$ cat src/rtl/video_shifter_pkg.sv
// video_pkg: shared widths, colour constants, pixel source enum and the
// pixel-to-colour mapping used by the video shifter.
package video_pkg;

  localparam int WORD_BITS   = 16;
  localparam int COLOUR_BITS = 6;
  localparam int BITCNT_W    = $clog2(WORD_BITS);

  localparam logic [COLOUR_BITS-1:0] COL_WHITE = 6'h3F;
  localparam logic [COLOUR_BITS-1:0] COL_BLACK = 6'h00;

  // Which capture path filled the shift register.
  typedef enum logic {
    NORMAL = 1'b0,
    DEBUG  = 1'b1
  } src_e;

  typedef struct packed {
    logic [COLOUR_BITS-1:0] r;
    logic [COLOUR_BITS-1:0] g;
    logic [COLOUR_BITS-1:0] b;
  } rgb_t;

  // Screen bits are 1 = black. A lit debug pixel is either green-only or white.
  function automatic rgb_t pixel_colour(input logic bit_in, input src_e src,
                                        input logic debug_green);
    rgb_t c;
    c = '{r: COL_BLACK, g: COL_BLACK, b: COL_BLACK};
    if (!bit_in) begin
      if (src == DEBUG && debug_green)
        c.g = COL_WHITE;
      else
        c = '{r: COL_WHITE, g: COL_WHITE, b: COL_WHITE};
    end
    return c;
  endfunction

endpackage

$ cat src/rtl/video_shifter_if.sv
// video_shifter_if: timer-side inputs and VGA-side outputs of the shifter.
//   master : the video timer / RAM side (drives strobes, data, blanks, syncs)
//   slave  : the shifter (drives RGB, aligned syncs, underrun)
interface video_shifter_if;

  logic                           clk8_en;
  logic [video_pkg::WORD_BITS-1:0] ram_data;
  logic [video_pkg::WORD_BITS-1:0] debug_data;
  logic                           load_normal;
  logic                           load_debug;
  logic                           hblank_n;
  logic                           vblank_n;
  logic                           hsync_in;
  logic                           vsync_in;

  logic [video_pkg::COLOUR_BITS-1:0] video_r;
  logic [video_pkg::COLOUR_BITS-1:0] video_g;
  logic [video_pkg::COLOUR_BITS-1:0] video_b;
  logic                             hsync_out;
  logic                             vsync_out;
  logic                             underrun;

  modport master (
    output clk8_en, ram_data, debug_data, load_normal, load_debug,
           hblank_n, vblank_n, hsync_in, vsync_in,
    input  video_r, video_g, video_b, hsync_out, vsync_out, underrun
  );

  modport slave (
    input  clk8_en, ram_data, debug_data, load_normal, load_debug,
           hblank_n, vblank_n, hsync_in, vsync_in,
    output video_r, video_g, video_b, hsync_out, vsync_out, underrun
  );

endinterface

$ cat src/rtl/video_shifter_shift16.sv
// video_shift16: 16-bit pixel shift register with load/shift priority.
// Ports:
//   clk32, reset           pixel clock, async active-high reset
//   clk8_en                load qualifier (one clk32 in four)
//   load_normal/load_debug load strobes; normal wins if both are set
//   ram_data/debug_data    candidate words (1 = black)
//   pix_bit                current pixel (shreg MSB)
//   src                    source of the word now being shifted
//   shift_edge             1 when this edge shifts rather than loads
//   empty                  bit counter has run out (no valid bits left)
module video_shift16
  import video_pkg::*;
(
  input  logic                 clk32,
  input  logic                 reset,
  input  logic                 clk8_en,
  input  logic                 load_normal,
  input  logic                 load_debug,
  input  logic [WORD_BITS-1:0] ram_data,
  input  logic [WORD_BITS-1:0] debug_data,
  output logic                 pix_bit,
  output src_e                 src,
  output logic                 shift_edge,
  output logic                 empty
);

  localparam logic [BITCNT_W-1:0] LAST_BIT = BITCNT_W'(WORD_BITS - 1);

  logic [WORD_BITS-1:0] shreg;
  logic [BITCNT_W-1:0]  bitcnt;
  logic                 do_load_n;
  logic                 do_load_d;

  always_comb begin
    do_load_n = clk8_en && load_normal;
    do_load_d = clk8_en && load_debug && !load_normal;
  end

  always_ff @(posedge clk32 or posedge reset) begin
    if (reset) begin
      shreg  <= '1;
      bitcnt <= '0;
      src    <= NORMAL;
    end else if (do_load_n) begin
      shreg  <= ram_data;
      bitcnt <= LAST_BIT;
      src    <= NORMAL;
    end else if (do_load_d) begin
      shreg  <= debug_data;
      bitcnt <= LAST_BIT;
      src    <= DEBUG;
    end else begin
      // Fill with 1 so a starved shifter drains to black.
      shreg  <= {shreg[WORD_BITS-2:0], 1'b1};
      bitcnt <= (bitcnt == '0) ? '0 : bitcnt - 1'b1;
    end
  end

  assign pix_bit    = shreg[WORD_BITS-1];
  assign shift_edge = !(do_load_n || do_load_d);
  assign empty      = (bitcnt == '0);

endmodule

$ cat src/rtl/video_shifter.sv
// video_shifter: serializes timer-loaded screen/debug words to 6-bit RGB,
// aligns blanks and syncs to the pixel stream, and flags a sticky underrun.
// Ports:
//   clk32  pixel clock (only clock)
//   reset  async active-high reset
//   bus    video_shifter_if.slave: timer strobes, data words, blanks/syncs in;
//          video_r/g/b, hsync_out/vsync_out, underrun out
// Parameters:
//   SYNC_NEG    1 = syncs pass through active-low, 0 = both inverted
//   DEBUG_GREEN 1 = debug words render green/black, 0 = white/black
module video_shifter
  import video_pkg::*;
#(
  parameter bit SYNC_NEG    = 1'b1,
  parameter bit DEBUG_GREEN = 1'b1
) (
  input  logic            clk32,
  input  logic            reset,
  video_shifter_if.slave  bus
);

  // Output level of an idle sync after the optional inversion.
  localparam logic SYNC_IDLE = SYNC_NEG ? 1'b1 : 1'b0;

  logic pix_bit;
  src_e src;
  logic shift_edge;
  logic empty;

  video_shift16 u_shift (
    .clk32       (clk32),
    .reset       (reset),
    .clk8_en     (bus.clk8_en),
    .load_normal (bus.load_normal),
    .load_debug  (bus.load_debug),
    .ram_data    (bus.ram_data),
    .debug_data  (bus.debug_data),
    .pix_bit     (pix_bit),
    .src         (src),
    .shift_edge  (shift_edge),
    .empty       (empty)
  );

  // Timing stage: captured with the timer's clk8 outputs, held between strobes.
  logic hb, vb, hs, vs;

  always_ff @(posedge clk32 or posedge reset) begin
    if (reset) begin
      hb <= 1'b0;
      vb <= 1'b0;
      hs <= 1'b1;
      vs <= 1'b1;
    end else if (bus.clk8_en) begin
      hb <= bus.hblank_n;
      vb <= bus.vblank_n;
      hs <= bus.hsync_in;
      vs <= bus.vsync_in;
    end
  end

  // Colour selection. Debug words stay visible in vblank rows so the debug
  // overlay can live below the active screen area.
  logic visible;
  logic debug_row;
  rgb_t rgb_d;

  always_comb begin
    visible   = hb && vb;
    debug_row = hb && !vb && (src == DEBUG);
    rgb_d     = '{r: COL_BLACK, g: COL_BLACK, b: COL_BLACK};
    if (visible || debug_row)
      rgb_d = pixel_colour(pix_bit, src, DEBUG_GREEN);
  end

  // Output stage: one clk32 behind shreg/timing so pixels and syncs line up.
  rgb_t rgb_q;
  logic hsync_q, vsync_q, underrun_q;

  always_ff @(posedge clk32 or posedge reset) begin
    if (reset) begin
      rgb_q   <= '{r: COL_BLACK, g: COL_BLACK, b: COL_BLACK};
      hsync_q <= SYNC_IDLE;
      vsync_q <= SYNC_IDLE;
    end else begin
      rgb_q   <= rgb_d;
      hsync_q <= SYNC_NEG ? hs : ~hs;
      vsync_q <= SYNC_NEG ? vs : ~vs;
    end
  end

  // Underrun: a shift with no bits left during visible video means the timer
  // missed a reload. Blanked periods never count.
  always_ff @(posedge clk32 or posedge reset) begin
    if (reset)
      underrun_q <= 1'b0;
    else if (shift_edge && empty && visible)
      underrun_q <= 1'b1;
  end

  assign bus.video_r   = rgb_q.r;
  assign bus.video_g   = rgb_q.g;
  assign bus.video_b   = rgb_q.b;
  assign bus.hsync_out = hsync_q;
  assign bus.vsync_out = vsync_q;
  assign bus.underrun  = underrun_q;

endmodule

$ cat src/flat_wrapper.sv
// flat-port wrapper written by rule: the top's interface ports become plain ports
module video_shifter_flat import video_pkg::*;
#(
  parameter bit SYNC_NEG    = 1'b1,
  parameter bit DEBUG_GREEN = 1'b1
)
  (clk32, reset, bus_clk8_en, bus_ram_data, bus_debug_data, bus_load_normal, bus_load_debug, bus_hblank_n, bus_vblank_n, bus_hsync_in, bus_vsync_in, bus_video_r, bus_video_g, bus_video_b, bus_hsync_out, bus_vsync_out, bus_underrun);
  video_shifter_if bus_i ();
  input  logic clk32;
  input  logic reset;
  input wire logic [$bits(bus_i.clk8_en)-1:0] bus_clk8_en;
  input wire logic [$bits(bus_i.ram_data)-1:0] bus_ram_data;
  input wire logic [$bits(bus_i.debug_data)-1:0] bus_debug_data;
  input wire logic [$bits(bus_i.load_normal)-1:0] bus_load_normal;
  input wire logic [$bits(bus_i.load_debug)-1:0] bus_load_debug;
  input wire logic [$bits(bus_i.hblank_n)-1:0] bus_hblank_n;
  input wire logic [$bits(bus_i.vblank_n)-1:0] bus_vblank_n;
  input wire logic [$bits(bus_i.hsync_in)-1:0] bus_hsync_in;
  input wire logic [$bits(bus_i.vsync_in)-1:0] bus_vsync_in;
  output wire logic [$bits(bus_i.video_r)-1:0] bus_video_r;
  output wire logic [$bits(bus_i.video_g)-1:0] bus_video_g;
  output wire logic [$bits(bus_i.video_b)-1:0] bus_video_b;
  output wire logic [$bits(bus_i.hsync_out)-1:0] bus_hsync_out;
  output wire logic [$bits(bus_i.vsync_out)-1:0] bus_vsync_out;
  output wire logic [$bits(bus_i.underrun)-1:0] bus_underrun;
  assign bus_i.clk8_en = bus_clk8_en;
  assign bus_i.ram_data = bus_ram_data;
  assign bus_i.debug_data = bus_debug_data;
  assign bus_i.load_normal = bus_load_normal;
  assign bus_i.load_debug = bus_load_debug;
  assign bus_i.hblank_n = bus_hblank_n;
  assign bus_i.vblank_n = bus_vblank_n;
  assign bus_i.hsync_in = bus_hsync_in;
  assign bus_i.vsync_in = bus_vsync_in;
  assign bus_video_r = bus_i.video_r;
  assign bus_video_g = bus_i.video_g;
  assign bus_video_b = bus_i.video_b;
  assign bus_hsync_out = bus_i.hsync_out;
  assign bus_vsync_out = bus_i.vsync_out;
  assign bus_underrun = bus_i.underrun;
  video_shifter #(.SYNC_NEG(SYNC_NEG), .DEBUG_GREEN(DEBUG_GREEN)) u_core (.clk32(clk32), .reset(reset), .bus(bus_i));
endmodule
$ cat config.mk
export PLATFORM = sky130hd
export DESIGN_NAME = video_shifter_flat
export DESIGN_NICKNAME = d
export VERILOG_FILES = /design/src/rtl/video_shifter_pkg.sv /design/src/rtl/video_shifter_if.sv /design/src/rtl/video_shifter_shift16.sv /design/src/rtl/video_shifter.sv /design/src/flat_wrapper.sv
export SDC_FILE = /design/constraint.sdc
export NUM_CORES = 1
export LEC_CHECK = 0
export ABC_AREA = 1
export BUFFER_PORTS_ARGS = -buffer_cell sky130_fd_sc_hd__clkbuf_2
export CAP_MARGIN = 20
export CORE_ASPECT_RATIO = 1.1
export CORE_UTILIZATION = 40
export CTS_CLUSTER_SIZE = 40
export DETAILED_ROUTE_END_ITERATION = 10
export PLACE_DENSITY = 0.69
export SYNTH_ARGS = -nofsm -noshare
export SYNTH_HDL_FRONTEND = slang
export SYNTH_SLANG_ARGS = --single-unit
$ cat constraint.sdc
create_clock -name clk32 -period 3 [get_ports clk32]
set_clock_uncertainty 0.2 [all_clocks]
set_input_delay 0.15 -clock clk32 [delete_from_list [all_inputs] [get_ports clk32]]
set_output_delay 0.15 -clock clk32 [all_outputs]
set_load 0.01 [all_outputs]
==> run summary, run 1 <==
Status: complete, no violations
Clock Latency Late Sink: 320 ps
Placer's final routability congestion estimate: 0.706
Antenna violations before repair: 0
First-pass GRT wire length: 5290 µm
Yosys cell types: 17
Area Growth Syn to Fin: 44.1%
Chip width: 59.1 µm
Sequential Power Share: 52.8%
Starting Density: 42.3%
Clock share of power: 23.8%
IO Pins: 62
Drt via density: 4.55
Post-synthesis cell area: 0.00143 mm²
Mux contribution to synthesized area: 3.14%
Synth Area in XOR/XNOR: 0%
Drt first pass iters: 4
CP max FO: 16
Pwr Density: 454 mW/mm²
Final Instance Area: 0.00206 mm²
Multi-input gate area: 454 µm²
Pint: 686 µW
Most used cell along the critical path: dlygate4sd3_1
CTS sink cnt: 30
Postcts setup bufs: 0
Max_cap viols: 0
Max Slew Vio Count: 0
Sum Neg Setup Slack: 0 ps
Vias: 1306
Critical path required time: 3070 ps
Number of global-route vias before repair: 1254
Maximum number of pins on one net before global-route repair: 20
Max Fclk: 531 MHz
Cts bufs inserted: 5
Die ar.: 0.00383 mm²
Fill cells: 293
Max-Slew Margin vs Limit: 60.6%
Core Footprint: 0.00339 mm²
CP Data Arrival Time: 1950 ps
Placed Area: 0.00164 mm²
Drt initial violations: 22
Final #Nets: 279
Leak: 1.04 nW
Sw Share: 26.8%
Setup CP Type: in2reg
Actual slew at the worst max-slew pin: 591 ps
Worst-path clk slew: 90 ps
Final Hold Viols: 0
Compound-Gate Fraction of Synth Area: 2.62%
Layout cells sized above 1: 39.7%
Die H: 64.8 µm
CTS Buffer Depth: 2
Drt total wl: 3140 µm
Pre-CTS setup slack: 1680 ps
Number of port buffers: 61
H-tree level count: 2
Wire length per cell: 10.9 µm
Post-Synthesis Cells: 152
Syn avg cell area: 9.43 µm²
CP max-delay cell: dlygate4sd3_1
Register area: 776 µm²
Crit start category: input port
DRT antenna net count: 0
Simple-gate portion of the synthesized area: 25.9%
Final worst slack: 1120 ps
# diodes: 0
Post-DP HPWL: 2000 µm
Post-CTS sizing: 0
Psw: 252 µW
Fin crit share: 62.8%
Row count: 22
CP cell instances: dlygate4sd3_1, clkbuf_2, nor2_4, nand2_1, nand3_1, dlygate4sd3_1
Register area share after synthesis: 54.1%
Combinational share of power: 23.4%
VDD IR max: 0.217 mV
Min-Delay Path Class: in2reg
CTS tree: built
Crit end category: register
Max incr delay on CP: 570 ps
Synth warn: 0
CTS root buf: clkbuf_4
Synth Net Count: 193
Synthesized flop and latch total: 30
Setup-failing EPs final: 0
Hold_ws: 56.2 ps
Largest family of logic cells by synthesized area: simple AND/OR/NAND/NOR gates
GRT Total Usage: 18.9%
Final critical-path required period: 1880 ps
RSZ-0062 raised after global routing: false
Post-CTS Hold Fix Bufs: 38
# DRC: 0
Total power: 938 µW
Total grt overflow: 0
Area share of fa/ha/maj cells after synthesis: 0%
==> path summary, 6_finish.rpt <==
check,from,to,slack (ps),depth (start not counted)
max reg2reg,u_core.u_shift.shreg[5]$_DFF_PP1_,u_core.u_shift.shreg[6]$_DFF_PP1_,1470,3
max,bus_load_normal,u_core.u_shift.shreg[6]$_DFF_PP1_,1120,6
max in group asynchronous,reset,u_core.bus.hsync_out$_DFF_PP1_,1690,4
min reg2reg,u_core.hs$_DFFE_PP1P_,u_core.bus.hsync_out$_DFF_PP1_,170,0
min in group asynchronous,reset,u_core.u_shift.bitcnt[3]$_DFF_PP0_,210,3
min,bus_clk8_en,u_core.vb$_DFFE_PP0P_,60,2
==> state kept, by name, indices dropped and copies added (netlist names) <==
register,count
u_core.bus.video_b,1
u_core.vs,1
u_core.hs,1
u_core.u_shift.src,1
u_core.bus.hsync_out,1
u_core.hb,1
u_core.u_shift.shreg,16
u_core.bus.video_g,1
u_core.vb,1
u_core.bus.vsync_out,1
u_core.u_shift.bitcnt,4
u_core.bus.underrun,1
==> power groups by stage <==
| stage | clock network [mW] | registers, mW | logic [mW] |
|---|---|---|---|
| 2_1_floorplan | 0 | 0.500 | 0.124 |
| 6_report | 0.223 | 0.496 | 0.219 |
| 4_1_cts | 0.231 | 0.496 | 0.218 |
| 3_5_place_dp | 0 | 0.503 | 0.159 |
| 3_3_place_gp | 0 | 0.500 | 0.156 |
| 5_1_grt | 0.254 | 0.504 | 0.245 |
==> critical path, delay by kind of cell <==
kind	cells	cell delay (ps)
buf+inv	3	1280
simple gates	3	530
==> placed cells by master (no fill, tap or decap), types with 2 or more instances in the layout <==
master	instances
dlygate4sd3_1	38
clkbuf_2	61
mux2_2	4
clkbuf_1	3
clkbuf_4	5
nor2_1	5
o21ai_0	5
nand3_1	32
dfrtp_1	10
inv_1	7
nand2_1	41
nand2_4	2
dfstp_2	20
==> per-stage QoR <==
step,util [%],instances
finish,61.0,287
global route,61.0,287
CTS,61.0,287
detailed placement,48.3,241
global placement,48.3,241
floorplan,-,152
==> area by class of cell <==
class                      count  area share, %
sequential                    30           37.6
timing repair buffer         100           33.6
multi-input combinational     93           22.0
tap                           48           2.91
clock buffer                   8           2.36
inverter                       8           1.58
==> routing by layer <==
metal | share of wire (%) | up-vias | track usage (%)
met2 | 51 | 65 | 33.1
met3 | 6.6 | 0 | 6.99
met4 | 0 | 0 | 4.46
li1 | - | 646 | -
met5 | 0 | - | 0
met1 | 42 | 595 | 21.6
==> cell families (layout without fill, tap and decap cells) <==
logic type / count (synthesis) / count (layout)
simple gates: 82 / 82
flops: 30 / 30
buf+inv: 29 / 116
compound gates: 7 / 7
mux: 4 / 4
==> cell usage after synthesis (all sizes together) <==
cell type	count	share of area, %
nand2	43	12
nand3	32	11
buf	21	12
dfstp	20	37
dfrtp	10	17
inv	8	2.3
nor2	6	2.1
o21ai	5	1.7
mux2	4	3.1
a21oi	1	0.35
nor3	1	0.35
o211ai	1	0.52
(Power assumes the default switching activity.)
==> inputs of run 2 (changes only) <==
--- a/config.mk
+++ b/config.mk
@@ -12,7 +12,7 @@
 export CORE_UTILIZATION = 40
 export CTS_CLUSTER_SIZE = 40
 export DETAILED_ROUTE_END_ITERATION = 10
-export PLACE_DENSITY = 0.69
+export PLACE_DENSITY = 0.72
 export SYNTH_ARGS = -nofsm -noshare
 export SYNTH_HDL_FRONTEND = slang
 export SYNTH_SLANG_ARGS = --single-unit
==> constraint.sdc (replaced) <==
create_clock -name clk32 -period 1.65 [get_ports clk32]
set_clock_uncertainty 0.2 [all_clocks]
set_input_delay 0.0825 -clock clk32 [delete_from_list [all_inputs] [get_ports clk32]]
set_output_delay 0.0825 -clock clk32 [all_outputs]
set_load 0.01 [all_outputs]
==> run 2 against run 1 <==
Effect of this change: global-route usage is 2.5 points higher; core utilization is 6.5 points higher; critical path depth is 4 lower; routed wire length is 17% higher; highest routed layer is now met4.
==> run summary, run 2 (synthesized netlist as in run 1, its figures left out) <==
Post-DP HPWL: 1950 µm
Sw Share: 28.1%
CTS tree: built
Core Footprint: 0.00339 mm²
Clock share of power: 24.8%
Leak: 1.08 nW
Row count: 22
GRT Total Usage: 21.5%
# diodes: 0
Critical path required time: 1680 ps
Antenna violations before repair: 0
First-pass GRT wire length: 5970 µm
Setup-failing EPs final: 0
Total grt overflow: 0
Final Hold Viols: 0
Psw: 487 µW
Post-CTS sizing: 0
Final critical-path required period: 1530 ps
Sequential Power Share: 52.0%
Sum Neg Setup Slack: 0 ps
Commonest non-fill, non-tap cells in the layout: clkbuf_2 (61), dlygate4sd3_1 (60), nand2_1 (41), nand3_1 (32), dfstp_2 (20)
Area Growth Syn to Fin: 59.5%
Max-Slew Margin vs Limit: 69.0%
Drt initial violations: 22
Postcts setup bufs: 0
DRT antenna net count: 0
Die ar.: 0.00383 mm²
Setup CP Type: reg2reg
Max Fclk: 655 MHz
Worst-path clk slew: 90 ps
Drt first pass iters: 5
Min-Delay Path Class: in2reg
Combinational share of power: 23.2%
Pint: 1.25 mW
Layout cells sized above 1: 36.4%
IO Pins: 62
Final #Nets: 301
CTS root buf: clkbuf_4
Inst Count DP: 241
Pre-CTS setup slack: 377 ps
Starting Density: 42.3%
RSZ-0062 raised after global routing: false
Max reg flops: 16
Post-route insts no fill: 309
CTS Buffer Depth: 2
Actual slew at the worst max-slew pin: 460 ps
Fin crit share: 92.5%
Final worst slack: 124 ps
Largest regs: u_core.u_shift.shreg x16, u_core.u_shift.bitcnt x4
Cts bufs inserted: 5
Commonest non-fill, non-tap cell in the layout: clkbuf_2
CTS sink cnt: 30
Placed Area: 0.00164 mm²
# DRC: 0
Crit end category: register
Drt total wl: 3680 µm
Multi-input gate area: 454 µm²
Drt via density: 4.46
VDD IR max: 0.509 mV
Register area: 776 µm²
CP Data Arrival Time: 1550 ps
Status: complete, no violations
Clock Latency Late Sink: 340 ps
Final Instance Area: 0.00228 mm²
Biggest register: u_core.u_shift.shreg
Hold_ws: 12.1 ps
Chip width: 59.1 µm
Crit start category: register
Fill cells: 276
Vias: 1378
Max Slew Vio Count: 0
Die H: 64.8 µm
Pwr Density: 759 mW/mm²
Total power: 1.74 mW
Number of port buffers: 61
Maximum number of pins on one net before global-route repair: 31
Number of global-route vias before repair: 1371
Wire length per cell: 11.9 µm
Fin util: 67.5%
CP max FO: 3
H-tree level count: 2
Placer's final routability congestion estimate: 0.693
Max_cap viols: 0
Post-CTS Hold Fix Bufs: 60
==> run 2: cell count changes in the layout (fill, tap and decap cells not counted) <==
cell	delta
dlygate4sd3_1	+22
==> run 2: power groups by stage <==
stage                     clock network [mW]  logic [mW]  registers [mW]
after global placement                     0       0.283           0.910
final                                  0.430       0.402           0.903
after CTS                              0.434       0.399           0.902
after global routing                   0.473       0.447           0.914
after floorplan                            0       0.226           0.909
after detailed placement                   0       0.288           0.914
==> run 2: per-layer routing <==
metal / part of all wire [%] / vias up / global-route usage, % / routed length, µm
li1: - / 688 / - / -
met1: 41 / 626 / 24.2 / 1500
met2: 53 / 60 / 38.2 / 1940
met3: 5.5 / 4 / 6.59 / 202
met4: 1.0 / 0 / 6.25 / 37
met5: 0 / - / 0 / 0
==> run 2: final cells by class <==
| class | count | share of cell area (%) |
|---|---|---|
| Clock buffer | 8 | 2.14 |
| Inverter | 8 | 1.42 |
| Multi-Input combinational cell | 93 | 19.9 |
| Sequential cell | 30 | 34.0 |
| Tap cell | 48 | 2.63 |
| Timing Repair Buffer | 122 | 40.0 |
==> run 2: critical path: stages, from the launching register on <==
cell	delay, ps
dfrtp_1	410
mux2_2	260
dlygate4sd3_1	550
==> run 2: path summary, 6_finish.rpt <==
| path | from | end | slack [ps] | cells past startpoint |
|---|---|---|---|---|
| max | u_core.hb$_DFFE_PP0P_ | u_core.hb$_DFFE_PP0P_ | 120 | 2 |
| min reg2reg | u_core.hs$_DFFE_PP1P_ | u_core.bus.hsync_out$_DFF_PP1_ | 170 | 0 |
| max in group asynchronous | reset | u_core.u_shift.shreg[4]$_DFF_PP1_ | 790 | 4 |
| min in group asynchronous | reset | u_core.vb$_DFFE_PP0P_ | 150 | 4 |
| min | bus_load_debug | u_core.u_shift.bitcnt[0]$_DFF_PP0_ | 10 | 3 |
| max reg2reg | u_core.hb$_DFFE_PP0P_ | u_core.hb$_DFFE_PP0P_ | 120 | 2 |
